### config.mk
export PLATFORM = sky130hd
export DESIGN_NAME = uart_hex_reporter
export DESIGN_NICKNAME = d
export VERILOG_FILES = /design/src/rtl/uart_hex_reporter.sv
export SDC_FILE = /design/constraint.sdc
export NUM_CORES = 1
export LEC_CHECK = 0
export BUFFER_PORTS_ARGS = -buffer_cell sky130_fd_sc_hd__clkbuf_2
export CAP_MARGIN = 10
export CORE_ASPECT_RATIO = 1.5
export CORE_MARGIN = 4
export CORE_UTILIZATION = 40
export DETAILED_ROUTE_END_ITERATION = 6
export SYNTH_ARGS = -nofsm -noshare
export SYNTH_HDL_FRONTEND = slang
export SYNTH_SLANG_ARGS = --single-unit
### constraint.sdc
create_clock -name CLK -period 1.7 [get_ports CLK]
set_clock_uncertainty 0.1 [all_clocks]
set_input_delay 0.51 -clock CLK [delete_from_list [all_inputs] [get_ports CLK]]
set_output_delay 0.51 -clock CLK [all_outputs]
set_load 0.05 [all_outputs]
### src/rtl/uart_hex_reporter.sv
// uart_hex_reporter: formats a captured byte as ASCII hex ("0xA5\r\n") and pushes it
// into the UART TX FIFO one byte every two cycles, stalling while the FIFO is full.
module uart_hex_reporter #(
    parameter bit          PREFIX_EN = 1'b1,
    parameter bit          UPPERCASE = 1'b1,
    parameter int unsigned EOL_MODE  = 2
) (
    input  logic       CLK,
    input  logic       reset,
    input  logic       start,
    input  logic [7:0] data_in,
    input  logic       tx_full,
    output logic       write_uart,
    output logic [7:0] write_data,
    output logic       busy,
    output logic       done
);
    localparam logic [2:0] PRE3 = PREFIX_EN ? 3'd2 : 3'd0;
    localparam logic [2:0] LEN3 = 3'(2 + (PREFIX_EN ? 2 : 0) + EOL_MODE);
    localparam bit         CRLF = (EOL_MODE == 2);

    typedef enum logic [1:0] {IDLE, SEND, GAP} state_t;

    state_t     state_q, state_d;
    logic [2:0] idx_q, idx_d;
    logic [7:0] data_q, data_d;
    logic       wr_q, wr_d;
    logic [7:0] wdata_q, wdata_d;
    logic       done_q, done_d;
    logic [7:0] char_c;

    function automatic logic [7:0] hex_char(input logic [3:0] n);
        return (n < 4'd10) ? 8'h30 + {4'h0, n} : (UPPERCASE ? 8'h37 : 8'h57) + {4'h0, n};
    endfunction

    always_comb begin
        char_c = (PREFIX_EN && idx_q[2:1] == 2'b00) ? (idx_q[0] ? 8'h78 : 8'h30) :
                 (idx_q == PRE3)                     ? hex_char(data_q[7:4]) :
                 (idx_q == PRE3 + 3'd1)              ? hex_char(data_q[3:0]) :
                 (CRLF && idx_q == PRE3 + 3'd2)      ? 8'h0D : 8'h0A;
    end

    // GAP between writes lets tx_full reflect the previous push before the next decision
    always_comb begin
        state_d = state_q;
        idx_d   = idx_q;
        data_d  = data_q;
        wr_d    = 1'b0;
        wdata_d = wdata_q;
        done_d  = 1'b0;
        case (state_q)
            IDLE: if (start) begin
                data_d  = data_in;
                idx_d   = 3'd0;
                state_d = SEND;
            end
            SEND: if (!tx_full) begin
                wr_d    = 1'b1;
                wdata_d = char_c;
                idx_d   = idx_q + 3'd1;
                state_d = GAP;
            end
            GAP: begin
                done_d  = (idx_q == LEN3);
                state_d = (idx_q == LEN3) ? IDLE : SEND;
            end
            default: state_d = IDLE;
        endcase
    end

    always_ff @(posedge CLK) begin
        if (reset) begin
            state_q <= IDLE;
            idx_q   <= 3'd0;
            data_q  <= 8'h00;
            wr_q    <= 1'b0;
            wdata_q <= 8'h00;
            done_q  <= 1'b0;
        end else begin
            state_q <= state_d;
            idx_q   <= idx_d;
            data_q  <= data_d;
            wr_q    <= wr_d;
            wdata_q <= wdata_d;
            done_q  <= done_d;
        end
    end

    assign write_uart = wr_q;
    assign write_data = wdata_q;
    assign done       = done_q;
    assign busy       = (state_q != IDLE);
endmodule

## Word level (Yosys, flattened, before mapping)

Index checks and enable logic that the tools add are counted.

- Word-level logic and storage cells: 49
- Input bits: 12
- Output and inout port bits: 11
- Register bits after elaboration: 23

- Eq/ne operators: 8
- Multiplexer cells: 15
- Add/subtract/negate cells: 5
- $lt $le $gt $ge: 2
- Reductions and logical operators: 10
- Bitwise operators: 3

Operators by type and width:

| cell | number |
|---|---|
| 7-bit two-way mux | 6 |
| 6-bit by 4-bit adder with 7-bit output (first input constant) | 4 |
| 3-bit two-way mux | 3 |
| 4-bit < comparator (second input constant) | 2 |
| 3-bit by 2-bit equality test with 1-bit output (second input constant) | 2 |
| 3-bit equality test (second input constant) | 2 |
| 2-bit case mux with 3 select lines | 1 |
| 3-bit case mux with 2 select lines | 1 |
| 2-bit AND reduction | 3 |
| 2-bit logical NOT | 2 |
| 2-bit two-way mux | 2 |
| 2-bit != test (second input constant) | 2 |
| 2-bit nonzero test | 2 |
| 2-bit OR reduction | 2 |
| 3-bit by 1-bit adder with 3-bit output (second input constant) | 1 |
| 1-bit NOT | 3 |
| 3-bit AND reduction | 1 |
| 2-bit by 1-bit equality test with 1-bit output (second input constant) | 1 |
| 2-bit equality test (second input constant) | 1 |
| 1-bit two-way mux | 2 |

## Longest topological paths before layout

Gate-level depths: netlist of run 1.

- Word-level depth: 5
- Gate-level depth with buffers: 6
- Mapped depth without buffers: 6

## Least setup slack after synthesis of run 1

OpenSTA, ideal clock, no wires.

- Path type: input -> register
- From: input tx_full
- To: register wdata_q[1] (netlist: write_data[1])
- Cell stages on the path: 5
- Slack: 0.085 ns
- Arrival time: 1.430 ns
- Cell sequence: or3b_1 > buf_6 > a21oi_4 > o21ai_2 > o31ai_2

- Word-level cells in the longest chain between the ends: 2

Ends and longest elaborated chain:

| item | RTL line | RTL |
|---|---|---|
| start: declaration | 12 | `input logic tx_full,` |
| 1-bit NOT (no source line) | - |  |
| 2-bit AND reduction (no source line) | - |  |
| end signal: assignment | 84 | `wdata_q <= wdata_d;` |
| end: declaration | 28 | `logic [7:0] wdata_q, wdata_d;` |

No other way between the ends.
A chain may end at the register's enable or synchronous reset.

## Worst setup path in the final report of run 1

- From: register state_q[1]
- To: register wdata_q[0] (netlist: write_data[0])

- Word-level cells in the longest chain between the ends: 2

Ends and longest elaborated chain:

| item | RTL line | RTL |
|---|---|---|
| start: declaration | 24 | `state_t state_q, state_d;` |
| start signal: assignment | 80 | `state_q <= state_d;` |
| 2-bit by 1-bit equality test with 1-bit output | 51 | `case (state_q)` |
| 2-bit AND reduction (no source line) | - |  |

No other way between the ends.

==> results of run 1 <==
==> synth_stat cells (3+ instances only) <==
cell      n  share of area (%)
nor2_1   26                8.2
mux2i_1   5                4.2
inv_1     8                2.5
nor2b_1   4                2.1
nand2_1   7                2.2
ha_1      6                6.3
o21ai_0   8                3.3
a21oi_1  15                6.3
dfxtp_1  22                 37
a31oi_1   3                1.6
==> flip-flops by register name, summed over array words and instances, names as in the netlist <==
signal,cells
write_uart,1
idx_q,3
done,1
write_data,7
state_q,2
data_q,8
==> logic make-up (layout without fill, tap and decap cells) <==
kind of cell               Yosys count  in the layout
and+or+nand+nor                     52             52
AOI/OAI and AO/OA                   40             40
DFF                                 22             22
buffers and inverters               15             48
adders and majority gates            6              6
muxes                                5              5
xor gates and xnor gates             2              2
other                                1              1
==> power groups by stage <==
stage                     Combinational, mW  Clock [mW]  Sequential, mW
after floorplan                       0.121           0           0.590
after global placement                0.187           0           0.572
after detailed placement              0.190           0           0.574
after CTS                             0.199       0.506           0.560
after global routing                  0.218       0.520           0.566
final                                 0.197       0.491           0.560
==> layer usage <==
metal  wire, um  vias up  part of all wire, %
met3         94        5                  3.4
met2       1480       25                   53
li1           -      561                    -
met1       1140      474                   41
met5          0        -                    0
met4         57        0                  2.1
==> stage by stage <==
stage,utilization [%],instance area [sq um],instances
finish,52.8,1520,215
global route,52.8,1520,215
CTS,51.8,1490,214
detailed placement,48.5,1400,209
global placement,48.5,1400,209
floorplan,-,1200,143
==> layout make-up <==
cell class / count / area, sq um
Clock buffer: 3 / 41.3
Clock inverter: 1 / 30.0
Fill cell: 290 / 1360
Inverter: 8 / 30.0
Multi-Input combinational cell: 106 / 696
Sequential cell: 22 / 449
Tap cell: 39 / 48.8
Timing Repair Buffer: 36 / 226
==> worst max-delay path, delay by kind of cell (launching register included) <==
family	cells	cell delay, ns
simple gates	2	0.67
flops	1	0.35
compound gates	2	0.25
buf+inv	1	0.15
==> how the worst max path moves through the flow <==
stage | to | slack, ns | depth (start not counted)
6_report | write_data[0]$_SDFFE_PP0P_ | 0.06 | 5
3_3_place_gp | write_data[1]$_SDFFE_PP0P_ | -0.008 | 5
4_1_cts | write_data[2]$_SDFFE_PP0P_ | 0.04 | 6
3_5_place_dp | write_data[1]$_SDFFE_PP0P_ | -0.03 | 5
2_1_floorplan | write_data[1]$_SDFFE_PP0P_ | 0.09 | 5
5_1_grt | write_data[0]$_SDFFE_PP0P_ | -0.002 | 5
==> what timing repair did <==
action,in CTS,in global routing
pin swaps,0,1
buffers inserted,1,1
resized for setup,6,9
endpoints found under the hold margin,0,0
setup endpoints to repair,2,5
==> key figures, run 1 <==
Timing
  • Final setup fails: 0
  • Setup TNS: 0 ns
  • Achievable Freq: 611 MHz
  • Worst slew margin: 66.3%
  • Slew Viols, Final: 0
  • Time the worst path needs with I/O delays and setup: 1.64 ns
  • Hold Fails Final Rpt: 0
  • Worst Tran Pin Value: 0.501 ns
  • Tightest hold margin: 0.359 ns
  • Worst Setup Slack, final: 0.0624 ns
  • Final period util: 96.3%

Critical path
  • CP max stage cell: or3b_1
  • CP max stage delay: 0.46 ns
  • CP Class: reg -> reg
  • Crit-path max FO: 8
  • Reg2reg end: write_data[0]$_SDFFE_PP0P_
  • Reg-to-Reg Start: state_q[1]$_SDFFE_PP0P_
  • Critical path, cell by cell: buf_4 > or3b_1 > and2_1 > a21oi_1 > a211oi_2
  • Register-to-register setup slack: 0.06 ns
  • Crit. Startpoint: state_q[1]$_SDFFE_PP0P_
  • Worst Path Required: 1.75 ns
  • Worst Reg-to-Reg Cells: 5
  • CP Launch Type: flip-flop
  • Crit path arrival time: 1.68 ns
  • Crit. End Element: flip-flop

Clocking
  • TritonCTS clock tree: yes
  • Num Clock Sinks: 22
  • Total CTS buffers: 3
  • Worst-path clk slew: 0.08 ns
  • Clk_lat worst skew: 0.27 ns
  • CTS Buffer Depth: 2
  • Clock root buffer: clkbuf_8
  • H-Tree Level Count: 1
  • Post-cts hold buffer count: 0

Layout
  • Layout area overhead: 27.2%
  • Nets: 195
  • Fraction of layout cells with a size suffix above 1: 32.4%
  • Commonest non-fill, non-tap cell in the layout: nor2_1
  • Diodes inserted: 0
  • Most frequent cells in the layout: nor2_1 (26), clkbuf_2 (20), dfxtp_1 (17), a21oi_1 (15), buf_4 (15)

Logic synthesis
  • Dominant synthesized flop cell: dfxtp_1
  • Syn nets: 161
  • Synthesized flop and latch total: 22
  • Syn Inst Count: 143
  • Synth Area in Adders: 6.28%
  • Number of flops mapped to enable cells by yosys: 0
  • Post-synthesis mux area share: 4.18%
  • Sequential share of the synthesized area: 36.8%
  • Synth Area in Compound Gates: 22.3%
  • Post-Synth Simple-Gate Area: 22.0%
  • XOR/XNOR share of the synthesized area: 1.46%
  • Synth warnings: 0
  • Post-synth cell types: 41
  • Largest family of logic cells by synthesized area: compound AO/OA/AOI/OAI gates
  • Syn Area/Cell: 8.36 sq um
  • Mapped Area: 1200 sq um
  • Post-synthesis async set-or-reset flop share: 0%

Pwr
  • Switching Share: 25.1%
  • Total power: 1.25 mW
  • Power density over the cells: 820 nW/um^2
  • Combinational Power Share: 15.8%
  • Max VDD drop: 0.000462 V
  • Psw: 0.313 mW
  • P_leak: 0.618 nW
  • Pint: 0.935 mW
  • Clock power frac: 39.3%
  • Sequential Power Share: 44.9%

Floorplan
  • Die Ht: 75.0 um
  • Starting density of the core: 41.5%
  • Cell Rows: 24
  • Core box area: 2880 sq um
  • Die Area: 3950 sq um
  • Chip width: 52.7 um
  • Num ports: 23

Global routing
  • Remaining global-route overflow: 0
  • First-pass GRT wire length: 4420 um
  • Met1 Use GR: 16.1%
  • Met3 Track Usage GR: 1.98%
  • Largest net degree at the start of global routing: 14
  • Grt peak-use layer: met2
  • Antenna violations before repair: 0
  • Global Route met2 Usage: 28.6%
  • Total track usage: 15.2%
  • Vias in the first global route: 1054

Placement
  • Worst slack at placement: -0.0336 ns
  • Routability cong.: 0.840
  • IO Port Bufs: 21
  • HPWL after DPL: 2190 um

Run status
  • Status: finished, final reports clean

Route
  • Pre-antenna DRT Iters: 4
  • Initial DRC Count: 30
  • DR DRC count: 0
  • Via count: 1065
  • Vias per std cell: 4.95
  • WL final: 2770 um
  • Antenna viol nets, final: 0
  • WL/cell: 12.9 um

Hold path
  • Hold crit path type: reg -> reg
  • WHS Endpoint: write_data[2]$_SDFFE_PP0P_
  • Worst Hold Launch: write_data[2]$_SDFFE_PP0P_
  • Hold Crit Depth: 2

Run
  • MaxCap Viol Count: 0
No activity file was read; power rests on OpenSTA's default activity.
==> run 2: changes to the inputs <==
--- a/config.mk
+++ b/config.mk
@@ -5,9 +5,9 @@
 export SDC_FILE = /design/constraint.sdc
 export NUM_CORES = 1
 export LEC_CHECK = 0
+export ABC_AREA = 1
 export BUFFER_PORTS_ARGS = -buffer_cell sky130_fd_sc_hd__clkbuf_2
 export CAP_MARGIN = 10
-export CORE_ASPECT_RATIO = 1.5
 export CORE_MARGIN = 4
 export CORE_UTILIZATION = 40
 export DETAILED_ROUTE_END_ITERATION = 6
==> key figures, run 2 <==
Clocking
  • CTS Buffer Depth: 2 (unchanged)
  • Clock root buffer: clkbuf_4
  • H-Tree Level Count: 1 (unchanged)
  • Worst-path clk slew: 0.11 ns (+0.03 ns)
  • TritonCTS clock tree: yes
  • Post-cts hold buffer count: 0 (unchanged)
  • Clk_lat worst skew: 0.32 ns (+0.05 ns)
  • Num Clock Sinks: 22 (unchanged)
  • Total CTS buffers: 3 (unchanged)
  • Setup Fix Bufs, Post-CTS: 0 (-1)

Route
  • Pre-antenna DRT Iters: 4 (unchanged)
  • DR DRC count: 0 (unchanged)
  • WL final: 2660 um (-4.2%)
  • Antenna viol nets, final: 0 (unchanged)
  • WL/cell: 12.2 um (-5.0%)
  • Initial DRC Count: 59 (+97%)
  • Vias per std cell: 5.06 (+2.1%)
  • Via count: 1098 (+3.1%)

Timing
  • Time the worst path needs with I/O delays and setup: 1.62 ns (-0.0141 ns)
  • Final period util: 95.5% (-0.83 points)
  • Tightest hold margin: 0.351 ns (-0.00835 ns)
  • Achievable Freq: 616 MHz (+0.87%)
  • RSZ-0062 raised after global routing: no
  • Hold Fails Final Rpt: 0 (unchanged)
  • Slew Viols, Final: 0 (unchanged)
  • Final setup fails: 0 (unchanged)
  • Setup TNS: 0 ns (unchanged)

Logic synthesis
  • Top-count cell post-synth: nand2_1
  • Dominant cells by area after synthesis: dfxtp_1 (37%), nand2_1 (12%), a21oi_1 (6.3%), ha_1 (6.3%), nand3_1 (3.8%)
  • Post-synthesis async set-or-reset flop share: 0% (unchanged)
  • Mapped Area: 1180 sq um (-0.94%)
  • Synth warnings: 0 (unchanged)
  • Yosys top cell by area: dfxtp_1
  • Syn nets: 182 (+13%)
  • Post-synth cell types: 29 (-29%)
  • Top cells by count, synth: nand2_1 (39), dfxtp_1 (22), a21oi_1 (15)
  • Syn Inst Count: 164 (+15%)
  • Syn Area/Cell: 7.22 sq um (-14%)
  • Dominant synthesized flop cell: dfxtp_1
  • Synthesized flop and latch total: 22 (unchanged)
  • Number of flops mapped to enable cells by yosys: 0 (unchanged)
  • Synth top area share: 37.2% (+0.35 points)
  • Sequential share of the synthesized area: 37.2% (+0.35 points)

Layout
  • Max reg flops: 8 (unchanged)
  • Layout area overhead: 15.9%
  • Most flop-heavy register: data_q
  • Most frequent cells in the layout: nand2_1 (39), dfxtp_1 (20), clkbuf_2 (20), a21oi_1 (15), inv_1 (12)
  • Non-filler instance count after layout: 217 (+0.93%)
  • Fraction of layout cells with a size suffix above 1: 28.0% (-4.4 points)
  • Diodes inserted: 0 (unchanged)
  • Commonest non-fill, non-tap cell in the layout: nand2_1
  • Nets: 205 (+5.1%)

Critical path
  • Crit path arrival time: 1.01 ns (-0.67 ns)
  • Bufs and invs on worst path: 2 (+1)
  • CP Class: reg -> out
  • Crit. End Element: output pin
  • CP Launch Type: flip-flop
  • Crit. Startpoint: state_q[0]$_SDFFE_PP0P_
  • CP max stage cell: dfxtp_1
  • CP top delay family: flip-flops
  • Critical path, cell by cell: inv_2 > nand2_1 > buf_4
  • Worst Path Required: 1.09 ns (-0.66 ns)
  • CP max stage delay: 0.37 ns (-0.09 ns)
  • Crit-path max FO: 5 (-3)
  • Worst Reg-to-Reg Cells: 8 (+3)
  • Critical path depth: 3 (-2)
  • Reg-to-Reg Start: idx_q[0]$_SDFFE_PP0P_

Hold path
  • Hold Crit Depth: 3 (+1)
  • Hold crit path type: in -> reg
  • Worst Hold Launch: data_in[7]

Global routing
  • Vias in the first global route: 1058 (+0.38%)
  • Total track usage: 14.5% (-0.68 points)
  • Antenna violations before repair: 0 (unchanged)
  • First-pass GRT wire length: 4550 um (+3.1%)
  • Remaining global-route overflow: 0 (unchanged)
  • Largest net degree at the start of global routing: 16 (+2)

Pwr
  • Power density over the cells: 885 nW/um^2 (+7.9%)
  • Max VDD drop: 0.000354 V (-23%)
  • P_leak: 0.672 nW (+8.7%)

Placement
  • IO Port Bufs: 21 (unchanged)
  • HPWL after DPL: 2110 um (-3.5%)
  • DP Cell Count: 213 (+1.9%)
  • Routability cong.: 0.821 (-2.2%)

Run status
  • Status: finished, final reports clean

Floorplan
  • Die Area: 3900 sq um (-1.3%)
  • Chip width: 62.4 um (+19%)
  • Core box area: 2810 sq um (-2.7%)
  • Num ports: 23 (unchanged)
  • Die Ht: 62.4 um (-17%)
  • Starting density of the core: 42.2% (+0.75 points)
  • Cell Rows: 19 (-21%)

Run
  • MaxCap Viol Count: 0 (unchanged)
run 2: cell types whose count changed after synthesis, moves of 5 or more:
cell / delta
inv_2: +11
nand2_1: +32
nand3_1: +7
nor2_1: -15
mux2i_1: -5
o21ai_1: +9
run 2: final cells by class:
type / count / area [sq um]
multi-input combinational: 114 / 629
clock buffer: 3 / 22.5
clock inverter: 1 / 30.0
fill: 292 / 1430
timing repair buffer: 22 / 115
sequential: 22 / 445
tap: 31 / 38.8
inverter: 24 / 92.6
run 2: through the flow:
| step | setup slack (ns) | utilization (%) | power, mW | instance area [sq um] |
|---|---|---|---|---|
| after floorplan | 0.282 | - | 0.767 | 1180 |
| final | 0.0765 | 49.0 | 1.22 | 1370 |
| after detailed placement | 0.114 | 46.7 | 0.824 | 1310 |
| after global placement | 0.201 | 46.7 | 0.817 | 1310 |
| after global routing | 0.0155 | 49.0 | 1.29 | 1370 |
| after CTS | 0.0259 | 48.8 | 1.23 | 1370 |
run 2: path summary, 6_finish.rpt:
| kind | end | slack [ns] |
|---|---|---|
| worst max-delay path | busy | 0.08 |
| worst min-delay path | data_q[7]$_SDFFE_PP0P_ | 0.35 |
| worst max register to register | write_data[2]$_SDFFE_PP0P_ | 0.17 |
| worst min register to register | done$_SDFF_PP0_ | 0.36 |
run 2: cell families after synthesis:
family	Yosys count	synth area share, %
simple gates	68	27.0
compound gates	39	19.2
buf+inv	28	9.93
flops	22	37.2
fa+ha+maj	6	6.34
other cells	1	0.316
run 2: metal layers:
layer | wire (um) | share of wire [%] | vias up | global-route usage (%)
li1 | - | - | 576 | -
met1 | 1180 | 44 | 490 | 16.4
met2 | 1320 | 50 | 25 | 24.9
met3 | 100 | 3.8 | 7 | 3.24
met4 | 63 | 2.4 | 0 | 8.54
met5 | 0 | 0 | - | 0
run 2: what timing repair did:
item	in CTS	in global routing
endpoints found under the setup margin	1	2
pin swaps	0	0
resized for setup	2	4
run 2: report_power, final:
group          total (mW)  switching, mW  internal (mW)
sequential          0.572         0.0248          0.547
combinational       0.243          0.167         0.0758
clock               0.401          0.163          0.239
run 2: tightest hold or removal path: stages:
cell and delay (ns):
clkbuf_2 0.07, o21ai_0 0.07, nor2_1 0.07
